$ cat src/rtl/sdf_pixel_packer_pkg.sv
// Shared types and helpers for the SDF pixel packer: byte type, packing
// constant and the bytes-per-frame calculation for both row layouts.
package sdf_pkg;

  typedef logic [7:0] byte_t;

  localparam int PIXELS_PER_BYTE = 8;

  function automatic int bytes_per_frame(input int img_w, input int img_h, input bit pad);
    if (pad) return img_h * ((img_w + PIXELS_PER_BYTE - 1) / PIXELS_PER_BYTE);
    return (img_w * img_h + PIXELS_PER_BYTE - 1) / PIXELS_PER_BYTE;
  endfunction

endpackage

$ cat src/rtl/sdf_pixel_packer_if.sv
// Pixel-in / byte-out handshake bundle for sdf_pixel_packer.
// master = pixel producer and byte consumer, slave = the packer.
interface sdf_pixel_packer_if #(
  parameter int WIDTH = 16
);
  import sdf_pkg::*;

  logic             in_valid;
  logic             in_ready;
  logic [WIDTH-1:0] in_data;
  logic             out_valid;
  logic             out_ready;
  byte_t            out_data;
  logic             out_last;
  logic             frame_done;

  modport master (
    output in_valid, in_data, out_ready,
    input  in_ready, out_valid, out_data, out_last, frame_done
  );

  modport slave (
    input  in_valid, in_data, out_ready,
    output in_ready, out_valid, out_data, out_last, frame_done
  );

endinterface

$ cat src/rtl/sdf_raster_counter.sv
// Column/row raster position for the packer; advances once per accepted
// pixel and wraps to (0,0) after the last pixel of the frame.
module sdf_raster_counter #(
  parameter int IMG_W = 256,
  parameter int IMG_H = 256
) (
  input  logic clk,
  input  logic rst,
  input  logic advance_i,
  output logic row_end_o,
  output logic frame_end_o
);

  localparam int CW = (IMG_W > 1) ? $clog2(IMG_W) : 1;
  localparam int RW = (IMG_H > 1) ? $clog2(IMG_H) : 1;
  localparam logic [CW-1:0] COL_MAX = CW'(IMG_W - 1);
  localparam logic [RW-1:0] ROW_MAX = RW'(IMG_H - 1);

  logic [CW-1:0] col_q, col_d;
  logic [RW-1:0] row_q, row_d;

  assign row_end_o   = (col_q == COL_MAX);
  assign frame_end_o = row_end_o && (row_q == ROW_MAX);

  always_comb begin
    col_d = col_q;
    row_d = row_q;
    if (advance_i) begin
      if (row_end_o) begin
        col_d = '0;
        row_d = frame_end_o ? '0 : row_q + 1'b1;
      end else begin
        col_d = col_q + 1'b1;
      end
    end
  end

  always_ff @(posedge clk or posedge rst) begin
    if (rst) begin
      col_q <= '0;
      row_q <= '0;
    end else begin
      col_q <= col_d;
      row_q <= row_d;
    end
  end

endmodule

$ cat src/rtl/sdf_pixel_packer.sv
// Thresholds signed SDF samples on their sign and packs them MSB-first into bytes.
// SDF_PACKER_ROW_PAD_EN: start every row on a byte boundary (PBM P4 layout).
module sdf_pixel_packer #(
  parameter int WIDTH     = 16,
  parameter int FRAC_BITS = 8,
  parameter int IMG_W     = 256,
  parameter int IMG_H     = 256
) (
  input logic               clk,
  input logic               rst,
  sdf_pixel_packer_if.slave bus
);
  import sdf_pkg::*;

  localparam int INT_BITS = WIDTH - FRAC_BITS;
  localparam int SIGN_BIT = INT_BITS + FRAC_BITS - 1;

  logic [2:0] bit_cnt_q, bit_cnt_d;
  byte_t      acc_q, acc_d;
  byte_t      out_data_q, out_data_d;
  logic       out_valid_q, out_valid_d;
  logic       out_last_q, out_last_d;
  logic       frame_done_q, frame_done_d;
  byte_t      byte_w;
  logic       row_end, frame_end, completes, in_hs, out_hs, pix_bit;

  sdf_raster_counter #(
    .IMG_W(IMG_W),
    .IMG_H(IMG_H)
  ) u_raster (
    .clk        (clk),
    .rst        (rst),
    .advance_i  (in_hs),
    .row_end_o  (row_end),
    .frame_end_o(frame_end)
  );

`ifdef SDF_PACKER_ROW_PAD_EN
  assign completes = (bit_cnt_q == 3'd7) || frame_end || row_end;
`else
  assign completes = (bit_cnt_q == 3'd7) || frame_end;
`endif

  // Only a byte-closing pixel needs the output register free.
  assign bus.in_ready = !(out_valid_q && !bus.out_ready && completes);
  assign in_hs        = bus.in_valid && bus.in_ready;
  assign out_hs       = out_valid_q && bus.out_ready;
  assign pix_bit      = bus.in_data[SIGN_BIT];

  always_comb begin
    byte_w = acc_q;
    byte_w[3'd7 - bit_cnt_q] = pix_bit;
  end

  always_comb begin
    bit_cnt_d    = bit_cnt_q;
    acc_d        = acc_q;
    out_data_d   = out_data_q;
    out_last_d   = out_last_q;
    out_valid_d  = out_valid_q;
    frame_done_d = out_hs && out_last_q;
    if (out_hs) out_valid_d = 1'b0;
    if (in_hs) begin
      if (completes) begin
        out_data_d  = byte_w;
        out_last_d  = frame_end;
        out_valid_d = 1'b1;
        acc_d       = '0;
        bit_cnt_d   = '0;
      end else begin
        acc_d     = byte_w;
        bit_cnt_d = bit_cnt_q + 1'b1;
      end
    end
  end

  always_ff @(posedge clk or posedge rst) begin
    if (rst) begin
      bit_cnt_q    <= '0;
      acc_q        <= '0;
      out_data_q   <= '0;
      out_last_q   <= 1'b0;
      out_valid_q  <= 1'b0;
      frame_done_q <= 1'b0;
    end else begin
      bit_cnt_q    <= bit_cnt_d;
      acc_q        <= acc_d;
      out_data_q   <= out_data_d;
      out_last_q   <= out_last_d;
      out_valid_q  <= out_valid_d;
      frame_done_q <= frame_done_d;
    end
  end

  assign bus.out_valid  = out_valid_q;
  assign bus.out_data   = out_data_q;
  assign bus.out_last   = out_last_q;
  assign bus.frame_done = frame_done_q;

endmodule

$ cat src/flat_wrapper.sv
// flat-port wrapper written by rule: the top's interface ports become plain ports
module sdf_pixel_packer_flat import sdf_pkg::*;
#(
  parameter int WIDTH     = 16,
  parameter int FRAC_BITS = 8,
  parameter int IMG_W     = 256,
  parameter int IMG_H     = 256
)
  (clk, rst, bus_in_valid, bus_in_data, bus_out_ready, bus_in_ready, bus_out_valid, bus_out_data, bus_out_last, bus_frame_done);
  sdf_pixel_packer_if #(.WIDTH(WIDTH)) bus_i ();
  input logic clk;
  input logic rst;
  input wire logic [$bits(bus_i.in_valid)-1:0] bus_in_valid;
  input wire logic [$bits(bus_i.in_data)-1:0] bus_in_data;
  input wire logic [$bits(bus_i.out_ready)-1:0] bus_out_ready;
  output wire logic [$bits(bus_i.in_ready)-1:0] bus_in_ready;
  output wire logic [$bits(bus_i.out_valid)-1:0] bus_out_valid;
  output wire logic [$bits(bus_i.out_data)-1:0] bus_out_data;
  output wire logic [$bits(bus_i.out_last)-1:0] bus_out_last;
  output wire logic [$bits(bus_i.frame_done)-1:0] bus_frame_done;
  assign bus_i.in_valid = bus_in_valid;
  assign bus_i.in_data = bus_in_data;
  assign bus_i.out_ready = bus_out_ready;
  assign bus_in_ready = bus_i.in_ready;
  assign bus_out_valid = bus_i.out_valid;
  assign bus_out_data = bus_i.out_data;
  assign bus_out_last = bus_i.out_last;
  assign bus_frame_done = bus_i.frame_done;
  sdf_pixel_packer #(.WIDTH(WIDTH), .FRAC_BITS(FRAC_BITS), .IMG_W(IMG_W), .IMG_H(IMG_H)) u_core (.clk(clk), .rst(rst), .bus(bus_i));
endmodule
$ cat config.mk
export PLATFORM = sky130hd
export DESIGN_NAME = sdf_pixel_packer_flat
export DESIGN_NICKNAME = d
export VERILOG_FILES = /design/src/rtl/sdf_pixel_packer_pkg.sv /design/src/rtl/sdf_pixel_packer_if.sv /design/src/rtl/sdf_raster_counter.sv /design/src/rtl/sdf_pixel_packer.sv /design/src/flat_wrapper.sv
export SDC_FILE = /design/constraint.sdc
export NUM_CORES = 1
export LEC_CHECK = 0
export CAP_MARGIN = 20
export CELL_PAD_IN_SITES_DETAIL_PLACEMENT = 1
export CELL_PAD_IN_SITES_GLOBAL_PLACEMENT = 2
export CORE_UTILIZATION = 30
export DETAILED_ROUTE_END_ITERATION = 12
export HOLD_SLACK_MARGIN = 0.15
export PLACE_DENSITY_LB_ADDON = 0.1
export SLEW_MARGIN = 20
export SYNTH_ARGS = -nofsm -noshare
export SYNTH_HDL_FRONTEND = slang
export SYNTH_SLANG_ARGS = --single-unit
$ cat constraint.sdc
create_clock -name clk -period 2.1 [get_ports clk]
set_input_delay 0.63 -clock clk [delete_from_list [all_inputs] [get_ports clk]]
set_output_delay 0.63 -clock clk [all_outputs]
set_load 0.01 [all_outputs]
==> results of run 1 <==
[per-layer routing]
metal | track usage, % | wire length (um) | vias to the layer above
met1 | 19.99 | 2564 | 960
met4 | 4.545 | 55 | 0
met2 | 35.78 | 3370 | 18
met5 | 0 | 0 | -
li1 | - | - | 909
met3 | 3.502 | 109 | 6
[final cells by class]
type	count	area (um^2)
tap	80	100.1
inverter	15	56.30
sequential	38	950.9
multi-input combinational	155	1069
fill	780	3895
timing repair buffer	65	548.0
clock inverter	3	68.82
clock buffer	5	68.82
[repair_timing]
item | CTS | global route
setup buffers | 1 | 1
pin swaps | 5 | 2
setup endpoints to repair | 2 | 10
resized for setup | 8 | 6
[metrics by stage]
stage	setup slack [ps]	util, %	setup TNS [ps]	instance area [um^2]	cells
final	-137.5	42.35	-137.5	2861	361
after CTS	-188.5	41.81	-188.5	2825	360
after global placement	-329.0	39.61	-1208	2676	351
after detailed placement	-355.1	39.61	-2761	2676	351
after global routing	-262.8	42.35	-262.8	2861	361
after floorplan	54.49	-	0	2083	216
[power by group]
group	switching (mW)	internal, mW	total [mW]
registers	0.107	0.921	1.03
logic	0.508	0.494	1.00
clock network	0.285	0.476	0.762
total	0.901	1.89	2.79
[tightest hold or removal path: stages (launching register included)]
cell     delay [ps]
dfrtp_1         380
inv_1            50
mux2i_1          50
[flip-flops by register name (all words and copies together), names as in the netlist]
register and count:
u_core.bus.out_valid 1, u_core.bus.out_last 1, u_core.u_raster.col_q 8, u_core.bit_cnt_q 3, u_core.u_raster.row_q 8, u_core.bus.frame_done 1, u_core.acc_q 8, u_core.bus.out_data 8
[how the worst max path moves through the flow]
stage | end | cells after the start | slack, ps | startpoint
final | bus_in_ready | 5 | -140 | u_core.u_raster.row_q[0]
after global routing | bus_in_ready | 5 | -260 | u_core.u_raster.row_q[1]
after CTS | bus_in_ready | 5 | -190 | u_core.u_raster.row_q[1]
after detailed placement | bus_in_ready | 4 | -360 | bus_out_ready
after global placement | bus_in_ready | 4 | -330 | bus_out_ready
after floorplan | bus_in_ready | 4 | 50 | u_core.u_raster.col_q[0]
[cells in the mapped netlist (2+ instances only)]
library cell and count:
dfrtp_1 38, clkbuf_1 4, nand3b_1 2, and4_1 2
nor2b_1 2, nand3_1 13, a21oi_1 3, or4_1 2
o21ai_0 10, nand2_1 31, or3_1 2, mux2i_1 26
nand2b_1 3, inv_1 15, o31ai_1 3, buf_4 2
nor3_1 5, o221ai_1 3, nand4_1 5, ha_1 4
o211ai_1 4, nor2_1 7, and3_1 5, o41ai_1 3
a31oi_1 2
[cells by family (layout without fill, tap and decap cells)]
kind of cell	after synthesis	after routing	share of synthesized area, %
adders and majority gates	4	4	2.402
DFF	38	38	45.65
xor gates and xnor gates	1	1	0.4205
buffers and inverters	23	88	4.864
and+or+nand+nor	85	85	21.32
muxes	26	26	12.49
AOI/OAI and AO/OA	39	39	12.85
==> qor.txt, run 1 <==
Netlist cell types -> 45
Net Count, Synth -> 240
Worst EP arrival -> 1610 ps
Nets -> 304
Worst slew pin tran -> 353.5 ps
Crit-path max FO -> 2
Post-synthesis area per instance -> 9.645 um^2
Total Wirelength -> 6.100 mm
Final Max Tran Viols -> 0
Sequential area share after synthesis -> 45.65%
Worst hold slack -> 519.3 ps
Peak supply drop -> 0.3681 mV
Vias/cell -> 5.244
H-tree depth -> 2
Die width -> 85.33 um
P_leak -> 1.328 nW
Synth area leaders -> dfrtp_1, mux2i_1, nand2_1, nand3_1, inv_1
Number of global-route vias before repair -> 2,163
Setup CP Type -> reg -> out
Hold buffer count at CTS -> 0
Crit path buf inv count -> 1
First-pass GRT wire length -> 10.36 mm
Starting Density -> 30.83%
Gr usage total -> 18.24%
Layout area overhead -> 37.36%
Max-cap violations -> 0
Via count -> 1,893
Min Tclk post-route -> 2237 ps
Final ANT Viol Nets -> 0
# rows -> 30
Die Footprint -> 0.007281 mm^2
Final period util -> 106.5%
Final Skew -> 11.88 ps
TritonCTS Buffers -> 5
Synth warnings -> 0
DRC Markers -> 0
R2R setup slack -> 140 ps
GPL Wtd Cong -> 0.8428
Synth Register Bits -> 38
Primary FF master, synth -> dfrtp_1
Outcome -> complete, but fails checks
Initial DRT Pass Iterations -> 4
CP Cell Sequence -> ha_2, nand4_1, nor4_4, o21ai_1, buf_2
Post-synth EDFFs -> 0
Fmax -> 446.9 MHz
WL per Instance -> 16.90 um
Clock latency on the worst-skew pair -> 300 ps
Critical path capture point type -> output port
Cells after Synth -> 216
R2r endpoint -> u_core.u_raster.row_q[6]
Violated checks -> setup timing
Biggest area consumer among synthesized cells -> dfrtp_1
Endpoints failing setup -> 1
CTS tree -> built
Final WS setup -> -137.5 ps
Clk buf depth -> 2
Hold depth -> 2
RR Startpoint -> u_core.bit_cnt_q[0]
Core box area -> 0.006756 mm^2
Hold Path Class -> reg -> reg
Port bufs -> 16
CP peak stage delay -> 360 ps
Commonest non-fill, non-tap cells in the layout -> buf_4, dfrtp_1, nand2_1
Hold Crit Endpoint -> u_core.bus.out_data[5]
RSZ-0062 raised after global routing -> true
Post-detail-place hpwl -> 4.694 mm
Die Y -> 85.33 um
Iteration-0 DRC Markers -> 44
CP startpoint kind -> register
Root buffer cell -> clkbuf_8
Io pins -> 32
R2R cell count -> 8
Share of the synthesized area in the top cell type -> 45.65%
Largest net degree at the start of global routing -> 39
Async set-reset flop share out of synthesis -> 100.0%
Commonest non-fill, non-tap cell in the layout -> buf_4
Total clock sinks -> 38
Cell family with most CP delay -> simple AND/OR/NAND/NOR gates
Overflow after GRT -> 0
Power, Total -> 2.793 mW
Initial antenna violation count -> 0
Max transition margin -> 76.29%
Cell Pwr Density -> 976.0 mW/mm^2
Final Hold Viols -> 0
Hold Crit Start -> u_core.bus.out_data[5]
CP max-delay cell -> dfrtp_1
Share of layout cells above drive strength 1 -> 24.56%
ANT cells -> 0
Data required time of the worst path -> 1470 ps
Clock slew at reported path FFs -> 80 ps
Cell Area, Synth -> 0.002083 mm^2
Note: power is estimated with default switching activity, not from simulation.
==> run 2, diff against run 1 <==
CORE_ASPECT_RATIO = 1.5   (was not set)
==> qor.txt, run 2 (synthesized netlist as in run 1, its figures left out) <==
Net load switching power -> 0.9099 mW
Overflow after GRT -> 0
Multi-input logic area -> 0.001062 mm^2
# rows -> 36
DRC Markers -> 0
Die width -> 70.04 um
Max transition margin -> 78.21%
CTS tree -> built
Root buffer cell -> clkbuf_8
Logic pwr share -> 39.4%
Hold Path Class -> reg -> reg
Die Y -> 104.1 um
Total Wirelength -> 6.279 mm
WL per Instance -> 17.30 um
Sequential power share -> 39.3%
Share of layout cells above drive strength 1 -> 25.78%
Violated checks -> setup timing
Largest net degree at the start of global routing -> 39
Vias/cell -> 5.333
Io pins -> 32
Initial DRT Pass Iterations -> 4
Final instance area -> 0.002853 mm^2
TritonCTS Buffers -> 5
Internal power -> 1.702 mW
Port bufs -> 16
First-pass GRT wire length -> 10.67 mm
CP max-delay cell -> dfrtp_1
Setup CP Type -> reg -> out
Final ANT Viol Nets -> 0
Layout area overhead -> 36.94%
Max-cap violations -> 0
ANT cells -> 0
Final period util -> 104.5%
Crit-path max FO -> 2
Clock slew at reported path FFs -> 80 ps
CP peak stage delay -> 370 ps
Fmax -> 455.7 MHz
Min Tclk post-route -> 2194 ps
Peak supply drop -> 0.3291 mV
Starting Density -> 31.46%
Worst slew pin tran -> 322.5 ps
H-tree depth -> 2
Total clock sinks -> 38
Critical path capture point type -> output port
CP startpoint kind -> register
Data required time of the worst path -> 1470 ps
Clk buf depth -> 2
P_leak -> 1.332 nW
RSZ-0062 raised after global routing -> true
Post-detail-place hpwl -> 4.768 mm
Via count -> 1,936
Gr usage total -> 18.62%
Worst EP arrival -> 1560 ps
Final Util -> 43.08%
Final Max Tran Viols -> 0
Outcome -> complete, but fails checks
Endpoints failing setup -> 1
Clk pwr share -> 21.3%
Sequential Area -> 950.9 um^2
Crit path buf inv count -> 1
Sw frac -> 34.83%
CP Cell Sequence -> ha_2, nand4_1, nor4_4, o21ai_1, buf_2
Clock latency on the worst-skew pair -> 300 ps
Cell Pwr Density -> 915.7 mW/mm^2
Iteration-0 DRC Markers -> 61
Final Hold Viols -> 0
Initial antenna violation count -> 0
Number of global-route vias before repair -> 2,183
Die Footprint -> 0.007288 mm^2
Commonest non-fill, non-tap cell in the layout -> buf_4
Area after DPL -> 0.002716 mm^2
GPL Wtd Cong -> 0.7833
Final WS setup -> -94.27 ps
Filler cells -> 784
Nets -> 310
Commonest non-fill, non-tap cells in the layout -> buf_4, dfrtp_1, nand2_1
Cell family with most CP delay -> simple AND/OR/NAND/NOR gates
Worst hold slack -> 522.6 ps
Final Skew -> 7.804 ps
Core box area -> 0.006621 mm^2
[run 2: per-stage QoR]
step | instances | power [mW] | setup WS, ps | TNS [ps]
global placement | 353 | 2.005 | -328.1 | -1239
floorplan | 216 | 1.546 | 54.49 | 0
global route | 363 | 2.799 | -219.9 | -219.9
CTS | 363 | 2.645 | -136.8 | -136.8
finish | 363 | 2.612 | -94.27 | -94.27
detailed placement | 353 | 2.073 | -342.4 | -2363
[run 2: power by group through the flow]
stage          sequential [mW]  combinational (mW)  clock, mW
2_1_floorplan             1.09               0.451          0
3_3_place_gp              1.03               0.977          0
3_5_place_dp              1.04                1.03          0
4_1_cts                   1.03                1.04      0.571
5_1_grt                   1.05                1.15      0.598
6_report                  1.03                1.03      0.555
[run 2: path summary, 6_finish.rpt]
| check | startpoint | end | slack (ps) | depth (start not counted) |
|---|---|---|---|---|
| worst max-delay path | u_core.u_raster.row_q[1] | bus_in_ready | -90 | 5 |
| worst min-delay path | u_core.bus.out_data[0] | u_core.bus.out_data[0] | 520 | 2 |
| worst max register to register | u_core.bit_cnt_q[0] | u_core.u_raster.col_q[3] | 90 | 8 |
| worst min register to register | u_core.bus.out_data[0] | u_core.bus.out_data[0] | 520 | 2 |
| max in group asynchronous | rst | u_core.u_raster.row_q[1] | 1210 | 3 |
| min in group asynchronous | rst | u_core.bus.out_data[3] | 680 | 3 |
[run 2: worst min-delay path, stage by stage (launching register included)]
cell and delay, ps:
dfrtp_1 380, inv_1 50, mux2i_1 60
[run 2: layout make-up]
class | instances | share of cell area (%)
sequential | 38 | 33.33
clock inverter | 2 | 0.4386
timing repair buffer | 71 | 20.79
clock buffer | 6 | 2.895
multi-input combinational | 155 | 37.24
tap | 76 | 3.333
inverter | 15 | 1.974
[run 2: metal layers]
metal	up-vias	wire length [um]	global-route usage, %
li1	922	-	-
met1	974	2420	19.60
met2	24	3564	35.65
met3	16	110	3.198
met4	0	183	7.286
met5	-	0	0
[run 2: repair_timing]
action | CTS | global route
hold buffers | 0 | 0
resized for setup | 8 | 5
endpoints found under the setup margin | 2 | 6
pin swaps | 4 | 1
setup buffers | 2 | 0
